### src/rtl/pc_unit_pkg.sv
// Shared command encoding and default reset vector for the program-counter unit.
package pc_unit_pkg;

    typedef enum logic [2:0] {
        CMD_HOLD = 3'd0,
        CMD_INC  = 3'd1,
        CMD_LD   = 3'd2,
        CMD_CALL = 3'd3,
        CMD_RET  = 3'd4
    } cmd_t;

    localparam int unsigned DEFAULT_RESET_VECTOR = 0;

endpackage

### src/rtl/pc_unit_return_stack.sv
// Return-address LIFO for pc_unit. Contents are not cleared on reset; only the
// occupancy count is.
module return_stack #(
    parameter int unsigned DataWidth  = 8,
    parameter int unsigned StackDepth = 4
) (
    input  logic                          Clk,
    input  logic                          Reset,
    input  logic                          Push,
    input  logic                          Pop,
    input  logic [DataWidth-1:0]          PushData,
    output logic                          Full,
    output logic                          Empty,
    output logic [$clog2(StackDepth):0]   Depth,
    output logic [DataWidth-1:0]          Top
);

    localparam int unsigned PtrW = $clog2(StackDepth);

    logic [DataWidth-1:0]  mem [StackDepth];
    logic [PtrW:0]         depth_q;
    logic [PtrW-1:0]       wr_idx;
    logic [PtrW-1:0]       top_idx;
    logic                  do_push;
    logic                  do_pop;

    assign Full    = (depth_q == (PtrW+1)'(StackDepth));
    assign Empty   = (depth_q == '0);
    assign do_push = Push && !Full && !Pop;
    assign do_pop  = Pop && !Empty;
    assign wr_idx  = depth_q[PtrW-1:0];
    // When full the low bits wrap to zero, so subtracting one still lands on the last slot.
    assign top_idx = depth_q[PtrW-1:0] - PtrW'(1);
    assign Top     = mem[top_idx];
    assign Depth   = depth_q;

    always_ff @(posedge Clk or posedge Reset) begin
        if (Reset) begin
            depth_q <= '0;
        end else if (do_push) begin
            depth_q <= depth_q + (PtrW+1)'(1);
        end else if (do_pop) begin
            depth_q <= depth_q - (PtrW+1)'(1);
        end
    end

    always_ff @(posedge Clk) begin
        if (do_push) begin
            mem[wr_idx] <= PushData;
        end
    end

endmodule

### src/rtl/pc_unit.sv
// Program counter with hold/inc/load/call/return and a return stack.
// Optional stack bounds checking via the PC_UNIT_STACK_CHECK_EN macro.
module pc_unit
    import pc_unit_pkg::*;
#(
    parameter int unsigned DataWidth   = 8,
    parameter int unsigned StackDepth  = 4,
    parameter int unsigned ResetVector = DEFAULT_RESET_VECTOR
) (
    input  logic                        Clk,
    input  logic                        Reset,
    input  logic                        Inc,
    input  logic                        Ld,
    input  logic                        Call,
    input  logic                        Ret,
    input  logic [DataWidth-1:0]        DIn,
    output logic [DataWidth-1:0]        DOut,
    output logic [$clog2(StackDepth):0] Depth,
    output logic                        Overflow,
    output logic                        Underflow
);

    localparam logic [DataWidth-1:0] RESET_PC = DataWidth'(ResetVector);

    cmd_t                 cmd;
    logic [DataWidth-1:0] pc_q;
    logic [DataWidth-1:0] pc_next;
    logic [DataWidth-1:0] pc_plus1;
    logic [DataWidth-1:0] stack_top;
    logic                 stack_full;
    logic                 stack_empty;
    logic                 push;
    logic                 pop;
`ifdef PC_UNIT_STACK_CHECK_EN
    logic                 ovf_set;
    logic                 unf_set;
`endif

    assign pc_plus1 = pc_q + DataWidth'(1);
    assign DOut     = pc_q;

    always_comb begin
        cmd = CMD_HOLD;
        if (Ret)       cmd = CMD_RET;
        else if (Call) cmd = CMD_CALL;
        else if (Ld)   cmd = CMD_LD;
        else if (Inc)  cmd = CMD_INC;
    end

    always_comb begin
        pc_next = pc_q;
        push    = 1'b0;
        pop     = 1'b0;
`ifdef PC_UNIT_STACK_CHECK_EN
        ovf_set = 1'b0;
        unf_set = 1'b0;
`endif
        case (cmd)
            CMD_INC: pc_next = pc_plus1;
            CMD_LD:  pc_next = DIn;
            CMD_CALL: begin
                if (!stack_full) begin
                    push    = 1'b1;
                    pc_next = DIn;
                end else begin
`ifdef PC_UNIT_STACK_CHECK_EN
                    ovf_set = 1'b1;
`else
                    pc_next = DIn;
`endif
                end
            end
            CMD_RET: begin
                if (!stack_empty) begin
                    pop     = 1'b1;
                    pc_next = stack_top;
                end else begin
`ifdef PC_UNIT_STACK_CHECK_EN
                    unf_set = 1'b1;
`else
                    pc_next = RESET_PC;
`endif
                end
            end
            default: pc_next = pc_q;
        endcase
    end

    always_ff @(posedge Clk or posedge Reset) begin
        if (Reset) pc_q <= RESET_PC;
        else       pc_q <= pc_next;
    end

`ifdef PC_UNIT_STACK_CHECK_EN
    always_ff @(posedge Clk or posedge Reset) begin
        if (Reset) begin
            Overflow  <= 1'b0;
            Underflow <= 1'b0;
        end else begin
            if (ovf_set) Overflow  <= 1'b1;
            if (unf_set) Underflow <= 1'b1;
        end
    end
`else
    assign Overflow  = 1'b0;
    assign Underflow = 1'b0;
`endif

    return_stack #(
        .DataWidth (DataWidth),
        .StackDepth(StackDepth)
    ) u_stack (
        .Clk     (Clk),
        .Reset   (Reset),
        .Push    (push),
        .Pop     (pop),
        .PushData(pc_plus1),
        .Full    (stack_full),
        .Empty   (stack_empty),
        .Depth   (Depth),
        .Top     (stack_top)
    );

endmodule

### config.mk
export PLATFORM = sky130hd
export DESIGN_NAME = pc_unit
export DESIGN_NICKNAME = d
export VERILOG_FILES = /design/src/rtl/pc_unit_pkg.sv /design/src/rtl/pc_unit_return_stack.sv /design/src/rtl/pc_unit.sv
export SDC_FILE = /design/constraint.sdc
export NUM_CORES = 1
export LEC_CHECK = 0
export BUFFER_PORTS_ARGS = -buffer_cell sky130_fd_sc_hd__buf_2
export CORE_UTILIZATION = 61
export CTS_CLUSTER_DIAMETER = 50
export DETAILED_ROUTE_END_ITERATION = 12
export PLACE_DENSITY_LB_ADDON = 0.25
export SYNTH_ARGS = -nofsm -noshare
export SYNTH_HDL_FRONTEND = slang
export SYNTH_SLANG_ARGS = --single-unit
### constraint.sdc
create_clock -name Clk -period 6.1 [get_ports Clk]
set_clock_uncertainty 0.2 [all_clocks]
set_input_delay 1.22 -clock Clk [delete_from_list [all_inputs] [get_ports Clk]]
set_output_delay 1.22 -clock Clk [all_outputs]
set_load 0.01 [all_outputs]
Word-level counts from Yosys, hierarchy flattened
Memory sizes are Yosys's and may differ from the RTL's.
Cells that the tools add are included.
{ "classes": {"add_sub_neg": 4, "eq_ne": 5, "muxes": 14, "reduce_logical": 10} }
{ "op_table": {"columns": ["operator", "count"], "rows": [
  ["case mux 8 bit (3 select lines)", 1],
  ["two-way mux 3 bit", 3],
  ["adder 8 x 1 -> 8 bit, second input constant", 1],
  ["two-way mux 8 bit", 1],
  ["two-way mux 1 bit", 7],
  ["== test 3 x 2 -> 1 bit, second input constant", 2],
  ["== test 3 bit, second input constant", 2],
  ["two-way mux 2 bit", 2],
  ["adder 3 x 1 -> 3 bit, second input constant", 1],
  ["== test 3 x 1 -> 1 bit, second input constant", 1],
  ["logical AND 1 bit", 3],
  ["zero test 1 bit", 3],
  ["zero test 3 bit", 1],
  ["nonzero test 3 bit", 1],
  ["subtractor 3 x 1 -> 3 bit, second input constant", 1],
  ["nonzero test 2 bit", 1],
  ["OR reduction 2 bit", 1],
  ["subtractor 2 x 1 -> 2 bit, second input constant", 1]
]} }
{ "word_totals": {"ff_bits": 11, "ram_bits": 32, "output_inout_bits": 13, "n_memories": 1} }
{ "memory_table": {"columns": ["name", "depth", "width", "read_ports", "rd_clocked_by_memory_dff", "wr", "line", "source"], "rows": [
  ["u_stack.mem", 4, 8, 1, 0, 1, "pc_unit_return_stack.sv:20", "logic [DataWidth-1:0] mem [StackDepth];"]
]} }

Depth between registers and ports, before layout
{ "depth": {"ltp_word": 10, "mapped_depth": 10, "mapped_depth_nobuf": 9} }

Modules after synthesis
From an unflattened synthesis, not the netlist that was laid out.
{ "hier_totals": {"hier_cells": 164, "hier_area_um2": 2187.1} }
{ "by_module_without_submodules": {"columns": ["mod", "n_inst", "cells_per_inst", "area_each_um2"], "rows": [
  ["return_stack", 1, 80, 1481.4],
  ["pc_unit", 1, 84, 705.7]
]} }

Worst setup path before layout
No wires, ideal clock.
{ "synth_path": {"kind": "input-to-reg", "start": "input port Ret", "end": "register u_stack.depth_q[2], in the netlist u_stack.Depth[2]", "setup_time_ns": 0.126, "arrival_ns": 2.356, "required_ns": 5.774, "slack_ns": 3.418, "path_stages": 7, "path_buffers": 0, "cell_sequence": "inv_1 -> and3_1 -> inv_1 -> fa_1 -> nor3_1 -> a21oi_1 -> xnor2_1"} }
{ "synth_via": {"elab_chain_cells": 6, "word_cells_on_any_way": 11, "classes_between": "eq/ne: 2; mux: 4; reduce/logical: 5"} }
{ "synth_lines": {"columns": ["item", "line", "source"], "rows": [
  ["start: declaration", "pc_unit.sv:15", "input logic Ret,"],
  ["two-way mux 3 bit *", "pc_unit.sv:44", "if (Ret) cmd = CMD_RET;"],
  ["== test 3 x 2 -> 1 bit / == test 3 bit (equally long branches)", "pc_unit.sv:58", "case (cmd)"],
  ["two-way mux 1 bit", "pc_unit.sv:58", null],
  ["logical AND 1 bit / zero test 1 bit (equally long branches)", "pc_unit_return_stack.sv:29", "assign do_push = Push && !Full && !Pop;"],
  ["logical AND 1 bit", "pc_unit_return_stack.sv:29", null],
  ["two-way mux 3 bit / nonzero test 2 bit (equally long branches)", null, null],
  ["end signal: assignment", "pc_unit_return_stack.sv:41", "depth_q <= depth_q + (PtrW+1)'(1);"],
  ["end signal: assignment", "pc_unit_return_stack.sv:43", "depth_q <= depth_q - (PtrW+1)'(1);"],
  ["end: declaration", "pc_unit_return_stack.sv:21", "logic [PtrW:0] depth_q;"]
]} }
Mark *: on every way between the ends. The rest lies on a longest branch, timed or not.
A chain may end at the register's enable or synchronous reset.

Worst setup path after layout
Ends and elaborated chain as after synthesis.

==> results.tsv <==
metric	value	unit
status	finished, final reports clean	
Final Critical Period	2.88	ns
ANT cells	0	
max incr delay on CP	0.39	ns
crit-path cells	buf_2 -> inv_1 -> and3_1 -> inv_1 -> fa_1 -> nor3_1 -> a21oi_1 -> xnor2_1	
max-cap viol count	0	
Area growth syn-to-layout	9.74	%
# hold bufs at CTS	0	
number of synthesized flops with an enable pin	32	
post-route antenna net violation count	0	
Reg2Reg Depth	5	
via count	1240	
Cell variety after synth	30	
Syn Std Cell Area	2050	sq um
CP Launch Type	input port	
deepest clock path buffer count	2	
Wirelength per Cell	17.7	microns
crit share post-route	0.472	
Comb power frac	0.369	
Sink Count	43	
dpl hpwl	2580	microns
die span in x	60.0	microns
Critical Path End	u_stack.Depth[2]	
FF-to-FF Start	u_stack.Depth[0]	
Mapped Avg Cell Area	14.5	sq um
TritonCTS Buffers	5	
row cnt	20	
RSZ-0062 raised after global routing	no	
flops & latches, synth	43	
Sw Ratio	0.348	
Core ar.	3130	sq um
num ports	27	
htree depth	2	
Worst-Skew Late Latency	0.33	ns
Setup TNS Final	0	ns
Worst VDD drop	0.241	mV
Peak Freq	348	MHz
critical path's slowest cell	inv_1	
final net count	186	
worst endpoint required time	6.13	ns
endpoints failing setup	0	
drt pass-1 iters	4	
end of the worst register-to-register path	DOut[5]	
Setup CP Type	in2reg	
CTS clk-pin slew, worst paths	0.12	ns
PwrDens	463	nW/um^2
Arr. time, crit path	2.91	ns
fraction of registers with async set/reset	0.256	
Max Slew Vio Count	0	
initial antenna violation count	0	
sequential power share	0.469	
worst slew pin tran	0.623	ns
static leakage power	0.874	nW
Power Internal	0.681	mW
GR Overflow Total	0	
Critical path origin	Ret	
first-pass GRT wire length	5830	microns
die area	3600	sq um
Die H	60.0	microns
Mapped Cells	142	
Clock power frac	0.162	
Relative slew margins	0.584	
CTS root buffer	clkbuf_4	
drt via density	5.88	
setup bufs post-CTS	0	
Post-synth top flop	edfxtp_1	
fin area	2250	sq um
vias in the first global route	1205	
layout cells sized above 1	0.275	
global-route usage over all layers	0.232	
Seq/Total Area, Yosys	0.602	
Layout Cells excl Fill	211	
final wirelength	3730	microns
Placed Area	2180	sq um
largest net degree at the start of global routing	14	
TritonCTS clock tree	done	
most used cell, CP	inv_1	
Worst Hold Class	reg2reg	
number of gates resized after cts	0	
flop-to-flop setup slack	3.36	ns
Crit Path Max Fanout	13	
sw power	0.363	mW
Final Hold Violating Endpoints	0	
Inst Count DP	203	
1st-iter DRT viols	62	
Routability Congestion	0.816	
Port Buffers	24	
synth warn	0	
DRC	0	
Critical Path End Type	register	
Final Power	1.04	mW
Initial Utilization	0.657	
[through the flow]
stage / utilization / hold slack (ns) / worst slack (ns)
after floorplan: - / 0.338 / 3.42
after CTS: 0.721 / 0.340 / 3.25
after global placement: 0.696 / 0.298 / 2.97
final: 0.721 / 0.342 / 3.22
after detailed placement: 0.696 / 0.311 / 2.90
after global routing: 0.721 / 0.384 / 3.11
[worst min path at each step]
| stage | from | end | depth (start not counted) | slack, ns |
|---|---|---|---|---|
| 4_1_cts | u_stack.Depth[2] | u_stack.Depth[2] | 1 | 0.34 |
| 3_5_place_dp | u_stack.Depth[2] | u_stack.Depth[2] | 1 | 0.31 |
| 2_1_floorplan | u_stack.Depth[2] | u_stack.Depth[2] | 1 | 0.34 |
| 5_1_grt | u_stack.Depth[2] | u_stack.Depth[2] | 1 | 0.38 |
| 3_3_place_gp | u_stack.Depth[2] | u_stack.Depth[2] | 1 | 0.30 |
| 6_report | u_stack.Depth[2] | u_stack.Depth[2] | 1 | 0.34 |
[layout by cell type, fill, tap and decap left out]
master and n:
nand4_1 2, xnor2_1 6, ha_1 5, fa_1 1, a221oi_1 1, clkinv_2 1, a22oi_1 7, bufinv_16 1
a21oi_1 6, clkbuf_4 5, and3_1 4, nand3_1 3, nor2_1 5, mux2i_1 1, nor2_4 1, inv_1 6
dfrtp_1 11, edfxtp_1 32, mux2_2 7, conb_1 2, mux4_1 2, nor3_1 4, buf_2 24, and4_1 1
mux4_2 3, and2_1 3, buf_4 1, a221oi_2 3, xor2_1 9, and2b_1 1, nand2_1 6, clkinv_1 1
o21ai_0 2
[registers in the layout, indices dropped and copies added, names as in the netlist]
name / flops
DOut: 8
u_stack.Depth: 3
u_stack.mem: 32
[power by group through the flow]
stage | clock network [mW] | registers [mW] | logic, mW
after global placement | 0 | 0.490 | 0.372
after global routing | 0.179 | 0.498 | 0.420
after CTS | 0.170 | 0.489 | 0.383
after floorplan | 0 | 0.480 | 0.293
after detailed placement | 0 | 0.494 | 0.382
final | 0.169 | 0.490 | 0.385
[Yosys cell counts, drive strengths merged, types with 2 or more instances]
cell	count	area (sq um)
edfxtp	32	961
nor2	6	30.0
dfrtp	11	275
a221oi	4	53.8
nand4	2	12.5
a21oi	6	30.0
inv	6	22.5
nand3	3	15.0
a22oi	7	52.6
and3	4	25.0
buf	9	62.6
mux2	7	78.8
and2	3	18.8
o21ai	2	10.0
xor2	9	78.8
ha	5	62.6
nand2	6	22.5
mux4	5	120
nor3	4	20.0
xnor2	6	52.6
[layout make-up]
cell class	count	area, sq um
Clock buffer	5	37.5
Clock inverter	3	38.8
Fill cell	220	873
Inverter	6	22.5
Multi-Input combinational cell	85	737
Sequential cell	43	1240
Tap cell	44	55.1
Timing Repair Buffer	25	128
[critical path, delay by kind of cell]
family	cells	cell delay, ns
adder cells (fa/ha/maj)	1	0.38
XOR/XNOR	1	0.13
AO/OA/AOI/OAI	1	0.08
AND/OR/NAND/NOR	2	0.52
buffers and inverters	3	0.58
[cells by family (layout without fill, tap and decap cells)]
| kind of cell | Yosys count | after routing | share of synthesized area |
|---|---|---|---|
| mux | 13 | 13 | 0.102 |
| compound gates | 19 | 19 | 0.0713 |
| other cells | 1 | 2 | 0.00183 |
| buf+inv | 15 | 39 | 0.0414 |
| simple gates | 30 | 30 | 0.0780 |
| flops | 43 | 43 | 0.602 |
| xor+xnor | 15 | 15 | 0.0639 |
| fa+ha+maj | 6 | 6 | 0.0402 |
[metal layers]
| layer | vias up | wire length, microns | track usage |
|---|---|---|---|
| met5 | - | 0 | 0 |
| met4 | 0 | 51 | 0.0764 |
| met3 | 6 | 142 | 0.0563 |
| met2 | 38 | 1780 | 0.362 |
| met1 | 625 | 1750 | 0.321 |
| li1 | 571 | - | - |
Power figures use the tool's default switching activity.
